## src/rtl/fighter_player_ctrl.sv

```systemverilog
// ============================================================================
// fighter_player_ctrl: per-player fighter controller (input decode, movement,
// hit resolution, animation sequencing, sprite packing)
// Revision: 1.0
// ============================================================================
`default_nettype none

module fighter_player_ctrl #(
    parameter int POS_W       = 9,
    parameter int HEALTH_W    = 6,
    parameter int HEALTH_INIT = 31,
    parameter int DAMAGE      = 10,
    parameter int MOVE_STEP   = 2,
    parameter int X_MIN       = 0,
    parameter int X_MAX       = 300,
    parameter int X_START     = 20,
    parameter int JUMP_H      = 24,
    parameter int CLOSE_DIST  = 56,
    parameter int FRAME_W     = 2
) (
    input  logic                              clock,
    input  logic                              reset,
    input  logic                              restart,
    input  logic                              enable,
    input  logic                              game_tick,
    input  logic                              frame_tick,
    input  logic [9:0]                        buttons,
    input  logic [POS_W-1:0]                  opp_posx,
    input  logic [1:0]                        opp_attack,
    output logic [POS_W-1:0]                  posx,
    output logic [1:0]                        attack,
    output logic [HEALTH_W-1:0]               health,
    output logic                              dead,
    output logic                              facing_left,
    output logic [2*POS_W+HEALTH_W+FRAME_W+5:0] sprite
);

    localparam int SPRITE_W = 2*POS_W + HEALTH_W + FRAME_W + 6;

    typedef enum logic [3:0] {
        S_IDLE   = 4'd0,
        S_WALK   = 4'd1,
        S_DUCK   = 4'd2,
        S_JUMP   = 4'd3,
        S_BLOCK  = 4'd4,
        S_ATTACK = 4'd5,
        S_HIT    = 4'd8,
        S_DEAD   = 4'd9
    } state_t;

    state_t                r_state;
    logic [POS_W-1:0]      r_posx;
    logic [HEALTH_W-1:0]   r_health;
    logic [FRAME_W-1:0]    r_frame;
    logic [1:0]            r_attack;
    logic [1:0]            r_prev_atk;
    logic                  r_dead;
    logic                  r_facing;
    logic [SPRITE_W-1:0]   r_sprite;

    logic [POS_W-1:0]      w_dist;
    logic                  w_in_range;
    logic                  w_new_atk;
    logic                  w_protected;
    logic                  w_hit_lands;
    logic [HEALTH_W-1:0]   w_health_dmg;
    logic                  w_oneshot;
    logic                  w_anim_end;
    logic [POS_W:0]        w_right_sum;
    logic [POS_W-1:0]      w_posx_right;
    logic [POS_W-1:0]      w_posx_left;
    logic [POS_W-1:0]      w_posy;
    logic [3:0]            w_anim;
    logic                  w_hit_bit;
    state_t                w_dec_state;
    logic [1:0]            w_dec_lvl;
    logic                  w_unused;

    assign w_unused = ^buttons[9:8];

    assign w_dist      = (r_posx >= opp_posx) ? (r_posx - opp_posx) : (opp_posx - r_posx);
    assign w_in_range  = (w_dist < POS_W'(CLOSE_DIST));
    // A level change counts as a fresh attack, a held level does not.
    assign w_new_atk   = (opp_attack != 2'd0) && (opp_attack != r_prev_atk);
    assign w_protected = (r_state == S_BLOCK)
                       || ((r_state == S_JUMP) && (opp_attack == 2'd1))
                       || ((r_state == S_DUCK) && (opp_attack == 2'd3));
    assign w_hit_lands = game_tick && w_new_atk && w_in_range && !w_protected;
    assign w_health_dmg = (r_health > HEALTH_W'(DAMAGE)) ? (r_health - HEALTH_W'(DAMAGE)) : '0;

    assign w_oneshot  = (r_state == S_ATTACK) || (r_state == S_JUMP) || (r_state == S_HIT);
    assign w_anim_end = frame_tick && (&r_frame) && w_oneshot;

    assign w_right_sum  = {1'b0, r_posx} + (POS_W+1)'(MOVE_STEP);
    assign w_posx_right = (w_right_sum > (POS_W+1)'(X_MAX)) ? POS_W'(X_MAX) : w_right_sum[POS_W-1:0];
    assign w_posx_left  = ({1'b0, r_posx} < (POS_W+1)'(X_MIN + MOVE_STEP)) ? POS_W'(X_MIN)
                                                                          : (r_posx - POS_W'(MOVE_STEP));

    assign w_posy    = (r_state == S_JUMP) ? POS_W'(JUMP_H) : '0;
    assign w_anim    = (r_state == S_ATTACK) ? {2'b01, r_attack} : r_state;
    assign w_hit_bit = (r_state == S_HIT);

    always_comb begin
        w_dec_state = S_IDLE;
        w_dec_lvl   = 2'd0;
        if (buttons[7]) begin
            w_dec_state = S_ATTACK;
            w_dec_lvl   = 2'd3;
        end else if (buttons[6]) begin
            w_dec_state = S_ATTACK;
            w_dec_lvl   = 2'd2;
        end else if (buttons[5]) begin
            w_dec_state = S_ATTACK;
            w_dec_lvl   = 2'd1;
        end else if (buttons[4]) begin
            w_dec_state = S_BLOCK;
        end else if (buttons[3]) begin
            w_dec_state = S_JUMP;
        end else if (buttons[2]) begin
            w_dec_state = S_DUCK;
        end else if (buttons[0] ^ buttons[1]) begin
            w_dec_state = S_WALK;
        end
    end

    always_ff @(posedge clock or posedge reset) begin
        if (reset) begin
            r_state    <= S_IDLE;
            r_posx     <= POS_W'(X_START);
            r_health   <= HEALTH_W'(HEALTH_INIT);
            r_frame    <= '0;
            r_attack   <= 2'd0;
            r_prev_atk <= 2'd0;
            r_dead     <= 1'b0;
            r_facing   <= 1'b0;
            r_sprite   <= '0;
        end else if (restart) begin
            r_state    <= S_IDLE;
            r_posx     <= POS_W'(X_START);
            r_health   <= HEALTH_W'(HEALTH_INIT);
            r_frame    <= '0;
            r_attack   <= 2'd0;
            r_prev_atk <= 2'd0;
            r_dead     <= 1'b0;
            r_facing   <= 1'b0;
            r_sprite   <= '0;
        end else if (enable) begin
            if (opp_posx < r_posx) begin
                r_facing <= 1'b1;
            end else if (opp_posx > r_posx) begin
                r_facing <= 1'b0;
            end
            r_sprite <= {r_posx, w_posy, r_health, r_facing, w_anim, r_frame, w_hit_bit};

            if (r_state == S_DEAD) begin
                if (frame_tick && !(&r_frame)) begin
                    r_frame <= r_frame + FRAME_W'(1);
                end
            end else begin
                if (game_tick) begin
                    r_prev_atk <= opp_attack;
                end
                // Priority: landed hit > one-shot animation end > button decode.
                if (w_hit_lands) begin
                    r_health <= w_health_dmg;
                    r_frame  <= '0;
                    r_attack <= 2'd0;
                    if (w_health_dmg == '0) begin
                        r_state <= S_DEAD;
                        r_dead  <= 1'b1;
                    end else begin
                        r_state <= S_HIT;
                    end
                end else if (w_anim_end) begin
                    r_state  <= S_IDLE;
                    r_frame  <= '0;
                    r_attack <= 2'd0;
                end else if (game_tick && !w_oneshot) begin
                    r_state  <= w_dec_state;
                    r_attack <= w_dec_lvl;
                    if (w_dec_state == S_WALK) begin
                        r_posx <= buttons[0] ? w_posx_left : w_posx_right;
                    end
                    if (w_dec_state != r_state) begin
                        r_frame <= '0;
                    end else if (frame_tick) begin
                        r_frame <= r_frame + FRAME_W'(1);
                    end
                end else if (frame_tick) begin
                    r_frame <= r_frame + FRAME_W'(1);
                end
            end
        end
    end

    assign posx        = r_posx;
    assign attack      = r_attack;
    assign health      = r_health;
    assign dead        = r_dead;
    assign facing_left = r_facing;
    assign sprite      = r_sprite;

endmodule

`default_nettype wire

```

## config.mk

```make
export PLATFORM = sky130hd
export DESIGN_NAME = fighter_player_ctrl
export DESIGN_NICKNAME = d
export VERILOG_FILES = /design/src/rtl/fighter_player_ctrl.sv
export SDC_FILE = /design/constraint.sdc
export NUM_CORES = 1
export LEC_CHECK = 0
export CORE_MARGIN = 1.5
export CORE_UTILIZATION = 40
export CTS_CLUSTER_SIZE = 30
export DETAILED_ROUTE_END_ITERATION = 8
export PLACE_DENSITY = 0.73
export SLEW_MARGIN = 10
export SYNTH_ARGS = -nofsm -noshare
export SYNTH_HDL_FRONTEND = slang
export SYNTH_SLANG_ARGS = --single-unit
```

## constraint.sdc

```tcl
create_clock -name clock -period 3.03 [get_ports clock]
set_input_delay 0.606 -clock clock [delete_from_list [all_inputs] [get_ports clock]]
set_output_delay 0.606 -clock clock [all_outputs]
set_load 0.005 [all_outputs]
```

Yosys cells after proc, flatten, opt, wreduce, memory -nomap -nowiden:

Index checks and enable logic that the tools add are counted.
W data, S select, Z words.

* bits in read-only memories: 0
* memories: 0
* flip-flop bits (word level): 59
* output and inout port bits: 51
* bits in latches: 0
* bits in writable memories: 0
* input bits: 27
* word-level logic and storage cells: 138

* bitwise operators: 1
* mux-type cells: 65
* multipliers: 0
* shift operators: 0
* order comparisons: 7
* reductions and logical operators: 35
* add/sub/neg operators: 6
* divide/modulo/power cells: 0
* eq/ne operators: 15

Operator list (number)
* $mux W9: 11
* $mux W32: 2
* $mux W2: 23
* $mux W6: 5
* $mux W4: 7
* $sub A9 B9 Y9: 2
* $reduce_bool A2 Y1: 7
* $mux W1: 12
* $mux W3: 4
* $add A9 B2 Y10 const B: 1
* $gt A10 B9 Y1 const B: 1
* $logic_and A1 B1 Y1: 10
* $ge A9 B9 Y1: 1
* $gt A9 B9 Y1: 1
* $lt A9 B2 Y1 const B: 1
* $lt A9 B6 Y1 const B: 1
* $lt A9 B9 Y1: 1
* $reduce_and A3 Y1: 3
* $sub A9 B2 Y9 const B: 1
* $eq A4 B2 Y1 const B: 2
* $eq A4 B3 Y1 const B: 2
* $eq A4 B4 Y1 const B: 2
* $gt A6 B4 Y1 const B: 1
* $logic_not A6 Y1: 1
* other kinds (18): 27

Longest topological paths before layout:

Gate-level depths: netlist of the first run.

* depth after elaboration: 16
* gate-level depth with buffers: 12
* gate-level depth less buffers: 10

Least setup slack after synthesis of the first run:

No wires, ideal clock.

* path kind: input-to-reg
* start point: in opp_posx[6]
* end point: reg r_posx[5] (netlist: posx[5])
* data required time: 2910 ps
* stages on the path: 12
* arrival: 2676 ps
* path buffers: 2
* setup time: 120 ps
* slack: 234 ps
* path through: inv_1 > ha_1 > buf_2 > nand4_1 > nor4_1 > a211oi_1 > o21ai_1 > nor4_2 > a311oi_2 > buf_4 > nand2_1 > a31o_1

* cells in the longest elaborated chain, start to end: 7
* elaborated cells on any way between the ends: 9
* those cells by class: add/sub (2); order compare (2); eq/ne (1); mux (1); reduce/logical (3)

RTL lines
* from (decl): RTL line 28 `input logic [POS_W-1:0] opp_posx,`
* $sub A9 B9 Y9 or $ge A9 B9 Y1 (tied branches): RTL line 81 `assign w_dist = (r_posx >= opp_posx) ? (r_posx - opp_posx) : (opp_posx - r_posx);`
* $mux W9 *: RTL line 81
* $lt A9 B6 Y1 *: RTL line 82 `assign w_in_range = (w_dist < POS_W'(CLOSE_DIST));`
* $logic_and A1 B1 Y1 * (2 in a row): RTL line 88 `assign w_hit_lands = game_tick && w_new_atk && w_in_range && !w_protected;`
* $ne A2 B2 Y1 (no line) *
* $reduce_and A6 Y1 (no line) *
* to (signal assigned): RTL line 129 `r_posx <= POS_W'(X_START);`
* to (signal assigned): RTL line 139 `r_posx <= POS_W'(X_START);`
* to (signal assigned): RTL line 182 `r_posx <= buttons[0] ? w_posx_left : w_posx_right;`
* to (decl): RTL line 52 `logic [POS_W-1:0] r_posx;`

Mark *: on every way between the ends. The rest lies on a longest branch, timed or not.
A chain may end at the register's enable or synchronous reset.

Worst setup path in the final report of the first run:

* start point: in opp_posx[6]
* end point: reg r_health[5] (netlist: health[5])

* cells in the longest elaborated chain, start to end: 7
* elaborated cells on any way between the ends: 9
* those cells by class: add/sub (2); order compare (2); mux (1); reduce/logical (4)

RTL lines
* $sub A9 B9 Y9 or $ge A9 B9 Y1 (tied branches): RTL line 81
* $mux W9 *: RTL line 81
* $lt A9 B6 Y1 *: RTL line 82
* $logic_and A1 B1 Y1 * (2 in a row): RTL line 88
* $reduce_bool A2 Y1 (no line) *
* $reduce_and A3 Y1 (no line) *
* to (signal assigned): RTL line 130 `r_health <= HEALTH_W'(HEALTH_INIT);`
* to (signal assigned): RTL line 140 `r_health <= HEALTH_W'(HEALTH_INIT);`
* to (signal assigned): RTL line 165 `r_health <= w_health_dmg;`
* to (decl): RTL line 53 `logic [HEALTH_W-1:0] r_health;`

Marked as above.

==> impl_metrics.csv, run 1 <==
group,metric,value,unit
worst_hold_path,hold_start,"dead",
synthesis,synth_mux_area_share,6.27,%
sta,grt_setup_unrepaired,"false",
critical_path,r2r-end,"health[5]",
sta,slew_headroom,47.2,%
cells_and_area,final_common_cell,"buf_4",
global_routing,grt.overflow.total,0,
critical_path,end_kind,"flop",
power,irDropWorstVdd,0.000333,V
critical_path,rr_worst_depth,11,
detailed_routing,via_per_inst,5.54,
cells_and_area,nets,638,
synthesis,synth-xor-area-share,3.64,%
cells_and_area,mostFrequentLayoutCells,"buf_4, clkdlybuf4s50_1, nor2_1",
synthesis,ys_async_sr_fraction,100,%
status,outcome,"finished, final reports clean",
detailed_routing,drtAntennaViolNets,0,
synthesis,yosys.cell_types.count,72,
detailed_routing,remaining_drc_errors,0,
placement,dp_cells,701,
floorplan,die-area,10200,µm²
floorplan,die_x,101,µm
cells_and_area,area_growth_syn_to_layout,42.7,%
synthesis,ys_ff_latch,50,
synthesis,seq_area_frac_synth,32.7,%
sta,skew,0.0148,ns
placement,dp_hpwl,8340,µm
power,power.leakage,2.40,nW
cts,clkLatencyLatePin,0.31,ns
critical_path,required,3.27,ns
worst_hold_path,hp-class,"flop to flop",
cts,clockBufferDepth,2,
cts,tritoncts,"built",
placement,placed_cell_area,5070,µm²
synthesis,synth-edff-count,0,
floorplan,num_io_pins,78,
sta,worst_pin_slew,0.785,ns
placement,port_buffers,67,
worst_hold_path,hold_end,"dead",
critical_path,critPathMaxFanout,6,
synthesis,synthSimpleGateAreaFrac,21.5,%
global_routing,antenna_found_initial,0,
sta,fmax,341,MHz
synthesis,avgSynthCellArea,8.39,µm²
critical_path,rrSetupSlack,0.21,ns
global_routing,grt_use_total,22.6,%
sta,min_period,2.93,ns
critical_path,crit_arrival,3.17,ns
synthesis,synth_ff_type,"dfrtp_1",
synthesis,synthAdderAreaFrac,6.50,%
sta,drv_slew,0,
floorplan,num_rows,35,
power,powerDensity,263,nW/µm²
detailed_routing,via_count,3992,
cts,cts_hold_buf,0,
detailed_routing,drt_iter0_markers,191,
floorplan,core_area,9280,µm²
cts,clock-root-buffer,"clkbuf_8",
synthesis,synth_top_family_by_area,"simple AND/OR/NAND/NOR gates",
sta,finalCritPeriodShare,96.8,%
cells_and_area,num_antenna_cells,0,
worst_hold_path,holdPathStages,2,
synthesis,yosysWarnings,0,
cts,cts.reportedPaths.clkPinSlew,0.09,ns
detailed_routing,wl,11300,µm
global_routing,grt_pass1_vias,3828,
cts,cts-htree-levels,2,
cells_and_area,finalNonFillerCells,721,
synthesis,synth-compound-area-share,20.4,%
cts,numCtsBuffers,5,
critical_path,reg2reg_from,"posx[2]",
cells_and_area,drive_gt1_share,24.8,%
synthesis,syn_area,3850,µm²
global_routing,grt_max_degree,51,
detailed_routing,wl_per_cell,15.7,µm
critical_path,worstSetupPathType,"primary input to flop",
synthesis,syn_inst,459,
sta,hold_viol,0,
floorplan,initial_utilization,41.5,%
critical_path,cp-start-kind,"primary input",
sta,finalSetupViolations,0,
floorplan,dieHeight,101,µm
cells_and_area,stdcell_area,5500,µm²
cts,cts.sinks,50,
global_routing,grt_pass1_wl,18600,µm
job,cap_violations,0,
placement,gp_congestion,0.892,
detailed_routing,dr.pass1.iters,5,
sequential cells by signal (all words and copies together) (netlist names):
name         count
posx             8
facing_left      1
dead             1
sprite          24
health           6
r_state          4
r_frame          2
attack           2
r_prev_atk       2
Yosys cell counts (3+ instances only):
| library cell | count | area share (%) |
|---|---|---|
| buf_2 | 4 | 0.52 |
| and3_1 | 5 | 0.81 |
| o21ai_0 | 22 | 2.9 |
| buf_6 | 3 | 0.88 |
| o31ai_1 | 4 | 0.78 |
| nand2b_1 | 6 | 0.97 |
| o311ai_1 | 3 | 0.68 |
| dfstp_2 | 7 | 4.8 |
| o211ai_1 | 5 | 0.97 |
| o21a_1 | 4 | 0.78 |
| xnor2_1 | 12 | 2.7 |
| mux2i_1 | 23 | 6.0 |
| a211oi_1 | 6 | 1.2 |
| ha_1 | 20 | 6.5 |
| xor2_1 | 4 | 0.91 |
| clkbuf_1 | 16 | 1.6 |
| nand2_1 | 29 | 2.8 |
| a31oi_1 | 6 | 0.97 |
| nor2_1 | 54 | 5.3 |
| a21oi_1 | 26 | 3.4 |
| nor3_1 | 15 | 1.9 |
| o21ai_1 | 5 | 0.65 |
| o32ai_1 | 4 | 0.91 |
| inv_1 | 32 | 3.1 |
| dfrtp_1 | 43 | 28 |
| nor4_1 | 4 | 0.65 |
| nand4_1 | 10 | 1.6 |
| o311ai_0 | 3 | 0.68 |
| buf_4 | 10 | 1.9 |
| nand3_1 | 18 | 2.3 |
cell families after synthesis:
group	after synthesis
other	1
buffers and inverters	69
XOR/XNOR	16
flip-flops	50
multiplexers	24
AND/OR/NAND/NOR	164
AO/OA/AOI/OAI	115
adder cells (fa/ha/maj)	20
worst max path at each step:
| stage | slack, ns | end | startpoint | depth (start not counted) |
|---|---|---|---|---|
| finish | 0.1 | health[5] | opp_posx[6] | 12 |
| detailed placement | -0.63 | health[2] | opp_posx[6] | 13 |
| global placement | -0.54 | r_frame[0] | opp_posx[5] | 13 |
| CTS | 0.007 | posx[6] | opp_posx[7] | 13 |
| global route | 0.002 | health[5] | opp_posx[6] | 12 |
| floorplan | 0.23 | posx[5] | opp_posx[6] | 12 |
critical path, stage by stage:
cell and delay (ns):
clkdlybuf4s15_1 0.22, inv_1 0.09, ha_4 0.31, nand3_1 0.09, and4b_1 0.19, and2_1 0.17
nand4bb_4 0.24, nor4_4 0.38, a31oi_1 0.13, buf_4 0.18, or4_4 0.42, a21oi_2 0.14
through the flow:
| stage | worst slack, ns | hold WS, ns | TNS, ns | total power [W] | utilization, % |
|---|---|---|---|---|---|
| 2_1_floorplan | 0.234 | 0.486 | 0 | 0.000888 | - |
| 6_report | 0.0975 | 0.519 | 0 | 0.00145 | 59.2 |
| 3_3_place_gp | -0.541 | 0.505 | -10.18 | 0.00103 | 54.6 |
| 5_1_grt | 0.00167 | 0.545 | 0 | 0.00151 | 59.2 |
| 3_5_place_dp | -0.630 | 0.502 | -11.80 | 0.00103 | 54.6 |
| 4_1_cts | 0.00701 | 0.523 | 0 | 0.00145 | 58.2 |
layer usage:
| metal | wire (µm) | share of wire (%) | vias up | GRT usage [%] |
|---|---|---|---|---|
| met5 | 0 | 0 | - | 0 |
| met4 | 190 | 1.7 | 0 | 5.88 |
| met3 | 593 | 5.3 | 17 | 3.40 |
| met2 | 5450 | 48 | 143 | 38.0 |
| met1 | 5060 | 45 | 1925 | 30.4 |
| li1 | - | - | 1907 | - |
report_power, final:
group | internal (W) | total (W) | switching (W)
clock network | 0.000165 | 0.000388 | 0.000223
registers | 0.000686 | 0.000703 | 0.0000172
logic | 0.000179 | 0.000357 | 0.000178
timing repair:
item | CTS | global route
setup endpoints to repair | 23 | 21
gates cloned | 0 | 1
endpoints found under the hold margin | 0 | 0
pin swaps | 16 | 9
buffers inserted | 10 | 1
resized for setup | 35 | 19
area by class of cell:
class	count	area, µm²
Tap cell	129	161
Fill cell	837	3790
Inverter	34	128
Multi-Input combinational cell	347	2530
Timing Repair Buffer	153	1330
Clock inverter	2	13.8
Clock buffer	6	72.6
Sequential cell	50	1260
Power figures use the tool's default switching activity.
==> run 2: changes to the inputs <==
--- a/config.mk
+++ b/config.mk
@@ -5,10 +5,12 @@
 export SDC_FILE = /design/constraint.sdc
 export NUM_CORES = 1
 export LEC_CHECK = 0
+export CAP_MARGIN = 10
 export CORE_MARGIN = 1.5
 export CORE_UTILIZATION = 40
 export CTS_CLUSTER_SIZE = 30
 export DETAILED_ROUTE_END_ITERATION = 8
+export HOLD_SLACK_MARGIN = 0.05
 export PLACE_DENSITY = 0.73
 export SLEW_MARGIN = 10
 export SYNTH_ARGS = -nofsm -noshare
==> results of run 2 <==
No change in the layout: final DEF, timing and power equal those of run 1.
==> run 3: changes to the inputs <==
--- a/config.mk
+++ b/config.mk
@@ -6,12 +6,14 @@
 export NUM_CORES = 1
 export LEC_CHECK = 0
 export CAP_MARGIN = 10
+export CELL_PAD_IN_SITES_DETAIL_PLACEMENT = 0
+export CELL_PAD_IN_SITES_GLOBAL_PLACEMENT = 1
 export CORE_MARGIN = 1.5
-export CORE_UTILIZATION = 40
+export CORE_UTILIZATION = 39
 export CTS_CLUSTER_SIZE = 30
 export DETAILED_ROUTE_END_ITERATION = 8
 export HOLD_SLACK_MARGIN = 0.05
-export PLACE_DENSITY = 0.73
+export PLACE_DENSITY = 0.89
 export SLEW_MARGIN = 10
 export SYNTH_ARGS = -nofsm -noshare
 export SYNTH_HDL_FRONTEND = slang
==> run 3 against run 2 <==
Flip-flop and latch count stayed put. Worst setup slack lost 0.0056 ns. Sequential power hardly changed. Non-clock buffer count is 5 lower. Global-route usage shrank 0.62 points. Routed wire length rose by 0.33%. Utilization decreased by 2.6 points. Register-to-register slack got worse by 0.05 ns. Maximum frequency shrank 0.19%. Clock skew fell by 0.0046 ns. Sequential share of layout area barely moved. Critical path type unchanged. Critical endpoint unchanged.
==> impl_metrics.csv, run 3 (synthesized netlist as in run 1, its figures left out) <==
group,metric,value,unit
critical_path,critPathTopFamily,"compound AO/OA/AOI/OAI gates",
power,p_int,0.00105,W
placement,port_buffers,67,
placement,dp_cells,703,
detailed_routing,wl,11300,µm
critical_path,worstSetupPathType,"primary input to flop",
cts,clockBufferDepth,2,
sta,fin_ws,0.0919,ns
placement,placed_cell_area,5060,µm²
detailed_routing,drt_iter0_markers,188,
cells_and_area,area_growth_syn_to_layout,42.5,%
floorplan,num_io_pins,78,
cts,cts.reportedPaths.clkPinSlew,0.10,ns
cells_and_area,final_common_cell,"buf_4",
sta,slew_headroom,48.5,%
critical_path,path_cells,"dlygate4sd2_1, buf_4, ha_1, o21a_1, buf_4, o21ba_4, o21ai_0, a21oi_2, nor4_4, a31oi_1, buf_4, or4_1, a21oi_2",
power,power_frac_seq,47.4,%
cells_and_area,num_antenna_cells,0,
global_routing,grt_pass1_vias,3722,
detailed_routing,remaining_drc_errors,0,
placement,gp_congestion,0.865,
detailed_routing,drtAntennaViolNets,0,
floorplan,core_area,9680,µm²
cells_and_area,drive_gt1_share,23.7,%
global_routing,grt_pass1_wl,18100,µm
critical_path,critPathMaxFanout,6,
cts,cts.sinks,50,
power,power_frac_clock,28.9,%
power,p_sw,0.000433,W
critical_path,cp-start-kind,"primary input",
cells_and_area,finalNonFillerCells,720,
global_routing,grt_use_total,22.0,%
critical_path,crit_buf_inv,4,
critical_path,critical_path.most_common_cell,"buf_4",
critical_path,critPathMaxStageDelay,0.42,ns
critical_path,crit_arrival,3.18,ns
floorplan,num_rows,36,
cts,cts-htree-levels,2,
sta,hold_viol,0,
cells_and_area,nets,633,
status,outcome,"finished, final reports clean",
power,powerDensity,270,nW/µm²
cts,numCtsBuffers,5,
sta,min_period,2.94,ns
cts,clkLatencyLatePin,0.32,ns
sta,finalSetupViolations,0,
placement,dp_slack,-0.658,ns
global_routing,grt_max_degree,51,
floorplan,dieHeight,102,µm
cells_and_area,stdcell_area,5490,µm²
critical_path,required,3.27,ns
critical_path,worstSetupPathDepth,13,
sta,drv_slew,0,
floorplan,initial_utilization,39.8,%
power,power.leakage,2.37,nW
worst_hold_path,hp-class,"flop to flop",
critical_path,rr_worst_depth,13,
global_routing,grt.overflow.total,0,
placement,dp_hpwl,8320,µm
cells_and_area,largest_reg_flops,24,
power,p_comb_share,23.8,%
sta,finalCritPeriodShare,97.0,%
global_routing,antenna_found_initial,0,
sta,skew,0.0102,ns
detailed_routing,via_per_inst,5.43,
sta,fmax,340,MHz
sta,worst_pin_slew,0.766,ns
cells_and_area,mostFrequentLayoutCells,"buf_4, clkdlybuf4s50_1, nor2_1",
cts,clock-root-buffer,"clkbuf_8",
power,sw_frac_of_total,29.2,%
detailed_routing,wl_per_cell,15.7,µm
cts,tritoncts,"built",
floorplan,die-area,10500,µm²
detailed_routing,dr.pass1.iters,5,
detailed_routing,via_count,3909,
critical_path,end_kind,"flop",
job,cap_violations,0,
floorplan,die_x,102,µm
critical_path,cp_slowest_cell,"or4_1",
worst_hold_path,holdPathStages,2,
power,irDropWorstVdd,0.000193,V
## run 3: final timing paths
kind                        endpoint         from  slack [ns]
max reg2reg                  posx[5]      posx[4]        0.16
max                        health[5]  opp_posx[1]        0.09
min                             dead         dead        0.52
max in group asynchronous  sprite[7]        reset        1.85
min in group asynchronous  sprite[8]        reset        0.75
min reg2reg                     dead         dead        0.52
## run 3: cell type report
| class | count | area [µm²] |
|---|---|---|
| clock buffers | 7 | 86.3 |
| well taps | 133 | 166 |
| multi-input cells | 347 | 2510 |
| clock inverters | 1 | 8.76 |
| flip-flops and latches | 50 | 1260 |
| inverters | 34 | 131 |
| repair buffers | 148 | 1320 |
| fillers | 869 | 4200 |
## run 3: layer usage
| metal | share of wire [%] | up-vias | GRT usage [%] |
|---|---|---|---|
| li1 | - | 1894 | - |
| met1 | 45 | 1870 | 30.0 |
| met2 | 48 | 130 | 36.2 |
| met3 | 5.0 | 15 | 3.90 |
| met4 | 1.2 | 0 | 5.37 |
| met5 | 0 | - | 0 |
## run 3: through the flow
step	utilization (%)	hold slack [ns]	power, W	setup TNS (ns)
global placement	52.2	0.504	0.00102	-9.89
detailed placement	52.2	0.503	0.00103	-12.46
CTS	55.9	0.525	0.00148	0
finish	56.7	0.525	0.00148	0
global route	56.7	0.544	0.00155	-0.202
floorplan	-	0.486	0.000888	0
## run 3: power by group through the flow
stage	clock, W	combinational (W)	sequential (W)
final	0.000428	0.000352	0.000703
after CTS	0.000434	0.000346	0.000703
after detailed placement	0	0.000316	0.000715
after floorplan	0	0.000177	0.000710
after global routing	0.000457	0.000386	0.000706
after global placement	0	0.000310	0.000715
## run 3: worst register-to-register path: stages (launching register included)
cell	delay, ns
dfstp_2	0.58
buf_6	0.15
clkinvlp_4	0.10
ha_1	0.22
a21o_1	0.19
a211oi_2	0.23
o32ai_2	0.12
a21oi_2	0.18
nor4_4	0.07
buf_4	0.16
a311oi_4	0.26
buf_2	0.22
nand2_1	0.06
a31o_1	0.22
## run 3: repair_timing
action | CTS | global route
gates cloned | 2 | 0
buffers inserted | 5 | 2
setup endpoints to repair | 23 | 23
pin swaps | 15 | 7
gates resized for setup | 40 | 16
endpoints found under the hold margin | 0 | 0
hold buffers | 0 | 0
